[config.mk]
export PLATFORM = sky130hd
export DESIGN_NAME = jk_shift_ctrl
export DESIGN_NICKNAME = d
export VERILOG_FILES = /design/src/rtl/jk_shift_ctrl.sv
export SDC_FILE = /design/constraint.sdc
export NUM_CORES = 1
export LEC_CHECK = 0
export BUFFER_PORTS_ARGS = -buffer_cell sky130_fd_sc_hd__buf_2
export CORE_ASPECT_RATIO = 1.75
export CORE_MARGIN = 2
export CORE_UTILIZATION = 42
export CTS_CLUSTER_DIAMETER = 50
export DETAILED_ROUTE_END_ITERATION = 10
export GPL_ROUTABILITY_DRIVEN = 1
export GPL_TIMING_DRIVEN = 0
export HOLD_SLACK_MARGIN = 0.12
export PLACE_DENSITY = 0.76
export RECOVER_POWER = 100
export SYNTH_ARGS = -nofsm -noshare
export SYNTH_HDL_FRONTEND = slang
export SYNTH_SLANG_ARGS = --single-unit
[constraint.sdc]
create_clock -name clk -period 1.5 [get_ports clk]
set_input_delay 0.225 -clock clk [delete_from_list [all_inputs] [get_ports clk]]
set_output_delay 0.225 -clock clk [all_outputs]
set_load 0.01 [all_outputs]
[src/rtl/jk_shift_ctrl.sv]
// jk_shift_ctrl: accepts load/shift/rotate commands and drives per-stage JK codes into a JK shift-register bank.
// Optional feature: define JK_SHIFT_CTRL_ROTATE_EN to make op 11 rotate left (otherwise op 11 acts as shift left).
module jk_shift_ctrl #(
   parameter int WIDTH = 8,
   parameter int CNT_W = 4
) (
   input  logic             clk,
   input  logic             rst,
   input  logic             cmd_valid,
   output logic             cmd_ready,
   input  logic [1:0]       cmd_op,
   input  logic [WIDTH-1:0] cmd_data,
   input  logic [CNT_W-1:0] cmd_count,
   input  logic             ser_in,
   input  logic [WIDTH-1:0] q,
   output logic [WIDTH-1:0] j,
   output logic [WIDTH-1:0] k,
   output logic             ser_out,
   output logic             busy,
   output logic             done
);

   typedef enum logic [1:0] {S_IDLE, S_LOAD, S_SHIFT, S_DONE} state_t;
   typedef enum logic [1:0] {OP_LOAD = 2'b00, OP_SHL = 2'b01, OP_SHR = 2'b10, OP_ROL = 2'b11} op_t;

   state_t           state, state_nx;
   op_t              op_q;
   logic [WIDTH-1:0] data_q;
   logic [CNT_W-1:0] cnt_q;
   logic [WIDTH-1:0] target;
   logic             drive;
   logic             accept;

   assign cmd_ready = (state == S_IDLE);
   assign accept    = cmd_valid && cmd_ready;
   assign busy      = (state != S_IDLE);
   assign done      = (state == S_DONE);

   // NOTE: sequential state uses non-blocking assignments so every register samples pre-edge values.
   always_ff @(posedge clk or posedge rst) begin
      if (rst) state <= S_IDLE;
      else     state <= state_nx;
   end

   // NOTE: the command registers are reset as well; they are few flops and a reset keeps outputs X-free.
   always_ff @(posedge clk or posedge rst) begin
      if (rst) begin
         op_q   <= OP_LOAD;
         data_q <= '0;
         cnt_q  <= '0;
      end else if (accept) begin
         op_q   <= op_t'(cmd_op);
         data_q <= cmd_data;
         cnt_q  <= cmd_count;
      end else if (state == S_SHIFT) begin
         cnt_q  <= cnt_q - CNT_W'(1);
      end
   end

   // NOTE: every combinational output gets a default first so no path can infer a latch.
   always_comb begin
      state_nx = state;
      case (state)
         S_IDLE: begin
            if (accept) begin
               if (op_t'(cmd_op) == OP_LOAD) state_nx = S_LOAD;
               else if (cmd_count != '0)     state_nx = S_SHIFT;
               else                          state_nx = S_DONE;
            end
         end
         S_LOAD:  state_nx = S_DONE;
         S_SHIFT: if (cnt_q == CNT_W'(1)) state_nx = S_DONE;
         S_DONE:  state_nx = S_IDLE;
         default: state_nx = S_IDLE;
      endcase
   end

   // Value each stage should take at the next edge; only meaningful while drive is high.
   always_comb begin
      target  = q;
      drive   = 1'b0;
      ser_out = 1'b0;
      case (state)
         S_LOAD: begin
            target = data_q;
            drive  = 1'b1;
         end
         S_SHIFT: begin
            drive = 1'b1;
            case (op_q)
               OP_SHR: begin
                  target  = {ser_in, q[WIDTH-1:1]};
                  ser_out = q[0];
               end
               OP_ROL: begin
`ifdef JK_SHIFT_CTRL_ROTATE_EN
                  target  = {q[WIDTH-2:0], q[WIDTH-1]};
`else
                  target  = {q[WIDTH-2:0], ser_in};
`endif
                  ser_out = q[WIDTH-1];
               end
               default: begin
                  target  = {q[WIDTH-2:0], ser_in};
                  ser_out = q[WIDTH-1];
               end
            endcase
         end
         default: ;
      endcase
   end

   // Code 01 sets a stage, 10 clears it; toggle (11) is never produced.
   assign j = drive ? ~target : '0;
   assign k = drive ?  target : '0;

endmodule
==> reports/results.tsv, run 1 <==
stage	metric	value	unit
timing	Setup violations, final	21	
yosys	Post-Synthesis Cell Area	1100	um2
cells_and_area	nets	195	
timing	setup repair after global routing missed its margin	yes	
timing	share of the clock period used by the worst path	124	%
setup_path	last element of the critical path	k[7]	
power_and_ir_drop	Worst IR Drop VDD	1.26	mV
power_and_ir_drop	internal portion of total power	2.32	mW
power_and_ir_drop	share of power burned in combinational logic	68.3	%
detailed_routing	average detailed-routed wire length per instance	14.6	um
cells_and_area	area overhead of the layout relative to synthesis	42.5	%
cells_and_area	multi-input combinational cell area	712	um2
floorplanning	effective utilization at floorplan	44.1	%
detailed_routing	via/cell ratio	5.34	
floorplanning	area of the die	3060	um2
yosys	post-synth net total	137	
cells_and_area	footprint of the flip-flops and latches	402	um2
placed_design	count of buffers from port buffering	45	
setup_path	required time reported for the critical path endpoint	1.27	ns
global_routing	pin count of the biggest net entering global routing	17	
global_routing	remaining global-route overflow	0	
detailed_routing	DR DRC count	0	
detailed_routing	routed via count	1003	
cts	cts bufs inserted	3	
timing	worst setup skew after layout	0.000853	ns
floorplanning	placeable core region	2490	um2
power_and_ir_drop	power spent charging and discharging nets	1.57	mW
setup_path	worst r2r src	state[1]	
setup_path	worst r2r dst	data_q[7]	
cts	clock-pin slew reported for the worst setup and hold paths after clock tree synthesis	0.06	ns
detailed_routing	router iterations before antenna repair	2	
setup_path	maximum fanout count along the critical path	5	
cells_and_area	filler instances	203	
detailed_routing	number of nets with antenna violations after routing	0	
timing	headroom to the max-slew limit	59.3	%
yosys	area share of xor/xnor cells in the synthesized design	2.39	%
cells_and_area	fraction of final layout cells sized beyond drive strength 1	56.8	%
power_and_ir_drop	part of the total power dissipated in sequential elements	21.9	%
yosys	number of cells produced by synthesis	105	
detailed_routing	total routed wirelength	2.74	mm
floorplanning	# rows	24	
timing	min setup slack post-route	-0.356	ns
power_and_ir_drop	clock network fraction of total power	9.8	%
placed_design	Placement Setup Slack	-0.355	ns
global_routing	global-route wire length before repair	4.08	mm
floorplanning	vertical extent of the die	71.7	um
status	outcome	finished, violations left	
yosys	fraction of the mapped netlist area in compound gates	10.6	%
setup_path	critical path endpoint category	output port	
setup_path	source of the critical timing path	op_q[0]	
timing	worst slew pin tran	0.610	ns
floorplanning	Die W	42.7	um
floorplanning	count of boundary I/O pins	46	
cts	CTS Sinks	16	
global_routing	via count of the first global-routing pass	922	
global_routing	global router's overall resource usage	17.5	%
yosys	mean post-synth cell area	10.5	um2
setup_path	Worst R2R Setup Slack	-0.10	ns
timing	max-slew violation total from the final report	0	
job	number of max-cap violations	0	
timing	worst hold slack after final layout	0.202	ns
yosys	largest family of logic cells by synthesized area	multiplexers	
detailed_routing	1st-iter DRT viols	11	
global_routing	antenna violations before repair	0	
min_path	path type of the worst min-delay path	input port to flop	
placed_design	HPWL after detailed placement	2.03	mm
timing	final critical path time including I/O delays and setup	1.86	ns
yosys	adder-cell share of the synthesized area	6.83	%
status	failing checks	setup timing	
yosys	part of the Yosys area used for sequential elements	36.4	%
yosys	simple-gate area share of the yosys netlist	13.8	%
power_and_ir_drop	LEAKAGE	0.800	nW
yosys	Seq cells post-synth	16	
setup_path	r2r worst-path depth	5	
cts	CTS H-Tree Depth	1	
yosys	multiplexer fraction of the synthesized cell area	25.0	%
power_and_ir_drop	switching part of the total	40.4	%
cells_and_area	number of antenna repair diodes	0	
cts	worst-case clock buffer depth	2	
cts	cell chosen for the clock root	sky130_fd_sc_hd__clkbuf_8	
yosys	yosys warns	0	
setup_path	nature of the critical path startpoint	flop	
setup_path	CP Data Arrival Time	1.63	ns
power_and_ir_drop	power per cell area	2480	nW/um2
timing	count of final hold-check violations	0	
cts	CTS tree	built	
setup_path	category of the critical setup timing path	flop to output port	
timing	Max Clk Rate	0.539	GHz
power_and_ir_drop	post-layout power	3.89	mW
min_path	startpoint of the lowest-slack hold path	cmd_data[0]	
yosys	Cell variety after synth	23	
cts	clock latency on the worst-skew pair	0.25	ns
placed_design	placer's final routability congestion estimate	0.763	
-- area by class of cell --
cell class              instances  share of cell area [%]
flip-flops and latches         16                    25.6
multi-input cells              78                    45.4
inverters                       7                    1.92
clock buffers                   4                    3.51
well taps                      26                    2.08
repair buffers                 55                    20.3
plain buffers                   2                    1.20
-- synth_stat cells --
library cell	count	area (um2)
sky130_fd_sc_hd__xor2_1	1	8.76
sky130_fd_sc_hd__buf_6	1	11.3
sky130_fd_sc_hd__nor2_1	14	52.6
sky130_fd_sc_hd__mux2_4	8	120
sky130_fd_sc_hd__nand2b_1	1	6.26
sky130_fd_sc_hd__a22o_1	8	70.1
sky130_fd_sc_hd__xnor2_1	2	17.5
sky130_fd_sc_hd__buf_2	2	10.0
sky130_fd_sc_hd__mux2i_1	2	20.0
sky130_fd_sc_hd__o22ai_1	1	6.26
sky130_fd_sc_hd__nor4b_1	1	8.76
sky130_fd_sc_hd__nor2b_1	1	6.26
sky130_fd_sc_hd__nand2b_4	1	13.8
sky130_fd_sc_hd__a21oi_1	5	25.0
sky130_fd_sc_hd__dfrtp_1	16	400
sky130_fd_sc_hd__and2_1	8	50.1
sky130_fd_sc_hd__clkbuf_1	2	7.51
sky130_fd_sc_hd__ha_1	6	75.1
sky130_fd_sc_hd__inv_1	7	26.3
sky130_fd_sc_hd__nand2_1	2	7.51
sky130_fd_sc_hd__o21ai_0	3	15.0
sky130_fd_sc_hd__nor4_1	1	6.26
sky130_fd_sc_hd__mux2_2	12	135
-- timing repair --
action | CTS | global route
buffers inserted | 1 | 8
endpoints found under the hold margin | 16 | 0
resized for setup | 8 | 15
endpoints found under the setup margin | 25 | 26
cloned | 1 | 0
hold buffers | 1 | 0
pin swaps | 8 | 10
-- placed cells by master, fill, tap and decap left out, types with 2 or more instances in the layout --
master / Yosys / final
sky130_fd_sc_hd__buf_6: 1 / 5
sky130_fd_sc_hd__nor2_1: 14 / 13
sky130_fd_sc_hd__mux2_2: 12 / 12
sky130_fd_sc_hd__mux2_4: 8 / 8
sky130_fd_sc_hd__ha_4: 0 / 2
sky130_fd_sc_hd__xnor2_1: 2 / 2
sky130_fd_sc_hd__and2_1: 8 / 7
sky130_fd_sc_hd__mux2i_1: 2 / 2
sky130_fd_sc_hd__ha_1: 6 / 3
sky130_fd_sc_hd__nand2b_4: 1 / 2
sky130_fd_sc_hd__clkbuf_8: 0 / 4
sky130_fd_sc_hd__a21oi_1: 5 / 4
sky130_fd_sc_hd__buf_2: 2 / 41
sky130_fd_sc_hd__clkbuf_1: 2 / 2
sky130_fd_sc_hd__a22o_1: 8 / 8
sky130_fd_sc_hd__buf_4: 0 / 6
sky130_fd_sc_hd__o21ai_0: 3 / 2
sky130_fd_sc_hd__inv_1: 7 / 5
sky130_fd_sc_hd__dfrtp_1: 16 / 15
-- critical path: stages, from the launching register on --
cell and delay, ns:
sky130_fd_sc_hd__dfrtp_1 0.40, sky130_fd_sc_hd__nand2b_4 0.20, sky130_fd_sc_hd__mux2_4 0.31, sky130_fd_sc_hd__a22o_1 0.20, sky130_fd_sc_hd__and2_1 0.13, sky130_fd_sc_hd__buf_2 0.13
-- registers in the layout (all words and copies together), names as in the netlist --
signal  flops
cnt_q       4
data_q      8
op_q        2
state       2
-- per-stage QoR --
stage / setup TNS, ns / instances / instance area, um2 / util (%)
floorplan: -0.0806 / 105 / 1110 / -
global placement: -3.59 / 176 / 1370 / 54.8
detailed placement: -4.54 / 176 / 1370 / 54.8
CTS: -5.58 / 180 / 1460 / 58.4
global route: -6.95 / 188 / 1570 / 62.9
finish: -5.45 / 188 / 1570 / 62.9
-- routing by layer --
layer / share of wire (%) / wire length (um) / track usage, % / up-vias
met2: 55 / 1510 / 33.7 / 39
met4: 2.9 / 80 / 7.29 / 0
met5: 0 / 0 / 0 / -
met3: 4.3 / 117 / 1.76 / 6
li1: - / - / - / 478
met1: 38 / 1030 / 18.3 / 480
-- worst min-delay path by stage --
stage	end	slack, ns	cells past startpoint
detailed placement	state[0]	0.33	2
CTS	data_q[1]	0.20	2
finish	data_q[0]	0.20	2
global route	data_q[0]	0.20	2
global placement	state[0]	0.31	2
floorplan	cnt_q[0]	0.14	1
-- cells by family after synthesis --
logic type                 after synthesis
and+or+nand+nor                         29
muxes                                   22
AOI/OAI and AO/OA                       17
DFF                                     16
buffers and inverters                   12
adders and majority gates                6
xor gates and xnor gates                 3
-- power groups by stage --
stage	registers (mW)	clock network [mW]	logic, mW
2_1_floorplan	0.777	0	1.57
3_3_place_gp	0.800	0	2.14
3_5_place_dp	0.822	0	2.20
4_1_cts	0.835	0.388	2.28
5_1_grt	0.874	0.403	2.91
6_report	0.852	0.381	2.66
Note: power is estimated with default switching activity, not from simulation.
==> inputs of run 2 (changes only) <==
--- a/config.mk
+++ b/config.mk
@@ -8,14 +8,15 @@
 export BUFFER_PORTS_ARGS = -buffer_cell sky130_fd_sc_hd__buf_2
 export CORE_ASPECT_RATIO = 1.75
 export CORE_MARGIN = 2
-export CORE_UTILIZATION = 42
+export CORE_UTILIZATION = 47
 export CTS_CLUSTER_DIAMETER = 50
 export DETAILED_ROUTE_END_ITERATION = 10
 export GPL_ROUTABILITY_DRIVEN = 1
 export GPL_TIMING_DRIVEN = 0
 export HOLD_SLACK_MARGIN = 0.12
-export PLACE_DENSITY = 0.76
+export PLACE_DENSITY = 0.81
 export RECOVER_POWER = 100
 export SYNTH_ARGS = -nofsm -noshare
 export SYNTH_HDL_FRONTEND = slang
 export SYNTH_SLANG_ARGS = --single-unit
+export TNS_END_PERCENT = 100
==> constraint.sdc (replaced) <==
create_clock -name clk -period 1.95 [get_ports clk]
set_input_delay 0.2925 -clock clk [delete_from_list [all_inputs] [get_ports clk]]
set_output_delay 0.2925 -clock clk [all_outputs]
set_load 0.01 [all_outputs]
==> reports/results.tsv, run 2 (synthesized netlist as in run 1, its figures left out) <==
stage	metric	value	unit	change
placed_design	HPWL after detailed placement	2.08	mm	was 2.03 mm
global_routing	pin count of the biggest net entering global routing	17		unchanged
setup_path	nature of the critical path startpoint	flop		unchanged
setup_path	critical path endpoint category	output port		unchanged
floorplanning	area of the die	2760	um2	was 3060 um2
cts	worst-case clock buffer depth	2		unchanged
cells_and_area	nets	186		was 195
cells_and_area	filler instances	184		was 203
cts	clock latency on the worst-skew pair	0.25	ns	about the same
timing	Setup violations, final	0		was 21
cells_and_area	registers with the most flip-flops	data_q: 8 flops, cnt_q: 4 flops		unchanged
placed_design	count of buffers from port buffering	45		unchanged
timing	worst slew pin tran	0.626	ns	was 0.610 ns
detailed_routing	DR DRC count	0		unchanged
cells_and_area	number of antenna repair diodes	0		unchanged
global_routing	remaining global-route overflow	0		unchanged
cts	CTS tree	built		unchanged
setup_path	critical-path cell with the highest stage delay	sky130_fd_sc_hd__dfrtp_1		unchanged
detailed_routing	via/cell ratio	5.29		was 5.34
floorplanning	effective utilization at floorplan	49.0	%	was 44.1%
power_and_ir_drop	Worst IR Drop VDD	1.09	mV	was 1.26 mV
global_routing	via count of the first global-routing pass	911		was 922
cts	clock-pin slew reported for the worst setup and hold paths after clock tree synthesis	0.06	ns	about the same
floorplanning	Die W	40.6	um	was 42.7 um
detailed_routing	router iterations before antenna repair	4		was 2
cts	cell chosen for the clock root	sky130_fd_sc_hd__clkbuf_8		unchanged
power_and_ir_drop	switching part of the total	41.5	%	was 40.4%
setup_path	required time reported for the critical path endpoint	1.66	ns	was 1.27 ns
timing	final critical path time including I/O delays and setup	1.94	ns	
global_routing	global-route met3 utilization	1.95	%	was 1.76%
timing	share of the clock period used by the worst path	99.3	%	
power_and_ir_drop	power spent charging and discharging nets	1.13	mW	was 1.57 mW
cells_and_area	area overhead of the layout relative to synthesis	31.9	%	was 42.5%
cts	CTS H-Tree Depth	1		unchanged
setup_path	worst r2r src	state[1]		unchanged
setup_path	largest stage delay on the critical path	0.41	ns	was 0.40 ns
global_routing	global router's overall resource usage	20.5	%	was 17.5%
placed_design	Placement Cell Area	1360	um2	was 1370 um2
timing	headroom to the max-slew limit	58.2	%	was 59.3%
placed_design	number of placed cells counting well taps	175		was 176
timing	max-slew violation total from the final report	0		unchanged
power_and_ir_drop	clock network fraction of total power	10.8	%	was 9.8%
status	outcome	completed		was finished, violations left
timing	Post-Route Setup TNS	0	ns	was -5.45 ns
detailed_routing	total routed wirelength	2.63	mm	was 2.74 mm
setup_path	count of buffer and inverter cells on the critical path	1		unchanged
detailed_routing	number of nets with antenna violations after routing	0		unchanged
cts	cts bufs inserted	3		unchanged
power_and_ir_drop	power per cell area	1880	nW/um2	was 2480 nW/um2
min_path	path type of the worst min-delay path	input port to async pin		was input port to flop
cts	post-cts hold buffer count	0		was 1
timing	min setup slack post-route	0.0129	ns	was -0.356 ns
setup_path	CP Data Arrival Time	1.64	ns	was 1.63 ns
setup_path	category of the critical setup timing path	flop to output port		unchanged
power_and_ir_drop	LEAKAGE	0.747	nW	was 0.800 nW
cells_and_area	commonest non-fill, non-tap cells in the layout	38 x sky130_fd_sc_hd__buf_2, 15 x sky130_fd_sc_hd__dfrtp_1, 14 x sky130_fd_sc_hd__nor2_1		was 41 x sky130_fd_sc_hd__buf_2, 15 x sky130_fd_sc_hd__dfrtp_1, 13 x sky130_fd_sc_hd__nor2_1
global_routing	antenna violations before repair	0		unchanged
global_routing	busiest layer in global routing	met2		unchanged
global_routing	met2 Resource Use GR	41.7	%	was 33.7%
cells_and_area	leading cell type in the layout, fill and taps excluded	sky130_fd_sc_hd__buf_2		unchanged
cts	CTS Sinks	16		unchanged
cells_and_area	total non-filler cell area in the finished layout	1450	um2	was 1570 um2
timing	Max Clk Rate	0.516	GHz	
floorplanning	placeable core region	2240	um2	was 2490 um2
timing	setup repair after global routing missed its margin	yes		unchanged
timing	count of final hold-check violations	0		unchanged
power_and_ir_drop	part of the total power dissipated in sequential elements	24.0	%	was 21.9%
detailed_routing	routed via count	942		was 1003
placed_design	placer's final routability congestion estimate	0.774		was 0.763
job	number of max-cap violations	0		unchanged
global_routing	global-route wire length before repair	3.68	mm	was 4.08 mm
global_routing	met1 GRT Util	16.4	%	was 18.3%
detailed_routing	average detailed-routed wire length per instance	14.8	um	was 14.6 um
power_and_ir_drop	internal portion of total power	1.59	mW	was 2.32 mW
cells_and_area	Reg with most FFs	data_q		unchanged
setup_path	maximum fanout count along the critical path	5		unchanged
timing	worst setup skew after layout	0.00168	ns	was 0.000853 ns
cells_and_area	fraction of final layout cells sized beyond drive strength 1	50.3	%	was 56.8%
cells_and_area	flip-flop count of the largest register, all copies and words added	8		unchanged
cells_and_area	count of placed standard cells in the final layout, fillers left out	178		was 188
floorplanning	count of boundary I/O pins	46		unchanged
setup_path	Worst R2R Setup Slack	0.16	ns	was -0.10 ns
setup_path	worst r2r dst	cnt_q[1]		was data_q[7]
floorplanning	vertical extent of the die	68.0	um	was 71.7 um
setup_path	chain of cells forming the critical path	nand2b_4 -> mux2_4 -> a22o_1 -> and2_1 -> buf_2		unchanged
detailed_routing	1st-iter DRT viols	19		was 11
power_and_ir_drop	share of power burned in combinational logic	65.2	%	was 68.3%
floorplanning	# rows	23		was 24
setup_path	CP top delay family	flip-flops		unchanged
placed_design	Placement Setup Slack	0.0527	ns	was -0.355 ns
setup_path	r2r worst-path depth	5		unchanged
[run 2: changes by cell type in the layout (fill, tap and decap cells not counted), sizes merged]
cell	delta
buf	-11
clkbuf	+3
clkinvlp	-1
dlygate4sd3	-1
inv	+1
[run 2: power by group through the flow]
stage	sequential, mW	clock (mW)	combinational [mW]
final	0.654	0.294	1.78
after global routing	0.673	0.312	1.98
after CTS	0.640	0.303	1.70
after detailed placement	0.637	0	1.68
after global placement	0.621	0	1.60
after floorplan	0.598	0	1.19
[run 2: worst register-to-register path, delay by kind of cell (launching register included)]
family,cells,cell delay (ns)
DFF,1,0.43
adders and majority gates,1,0.20
and+or+nand+nor,1,0.29
buffers and inverters,2,0.41
muxes,1,0.36
[run 2: area by class of cell]
class                   count  area, um2  area share, %
well taps                  25       31.3           2.16
clock buffers               4       55.1           3.80
repair buffers             46        235           16.2
plain buffers               2       12.5          0.863
multi-input cells          78        688           47.5
flip-flops and latches     16        402           27.7
inverters                   7       26.3           1.81
[run 2: worst max path at each step]
stage | startpoint | to | slack (ns) | cells after the start
floorplan | state[0] | cnt_q[1] | 0.32 | 5
global placement | state[0] | data_q[7] | 0.16 | 5
detailed placement | state[1] | j[1] | 0.05 | 6
CTS | op_q[0] | k[4] | -0.02 | 5
global route | op_q[0] | k[0] | -0.03 | 5
finish | op_q[0] | k[0] | 0.01 | 5
[run 2: per-layer routing]
layer  wire length [um]  vias to the layer above  part of all wire, %
li1                   -                      456                    -
met1                906                      448                   34
met2               1540                       34                   59
met3                134                        4                  5.1
met4                 48                        0                  1.8
met5                  0                        -                    0
[run 2: stage by stage]
stage	hold slack, ns	power, mW	utilization [%]
3_5_place_dp	0.397	2.31	60.4
4_1_cts	0.128	2.64	63.1
5_1_grt	0.166	2.96	64.6
3_3_place_gp	0.378	2.22	60.4
2_1_floorplan	0.206	1.78	-
6_report	0.111	2.73	64.6
[run 2: timing repair]
action	4_1_cts	5_1_grt
setup endpoints to repair	16	16
resized for setup	3	9
endpoints found under the hold margin	0	0
buffers inserted	1	0
pin swaps	2	7
cloned	1	0
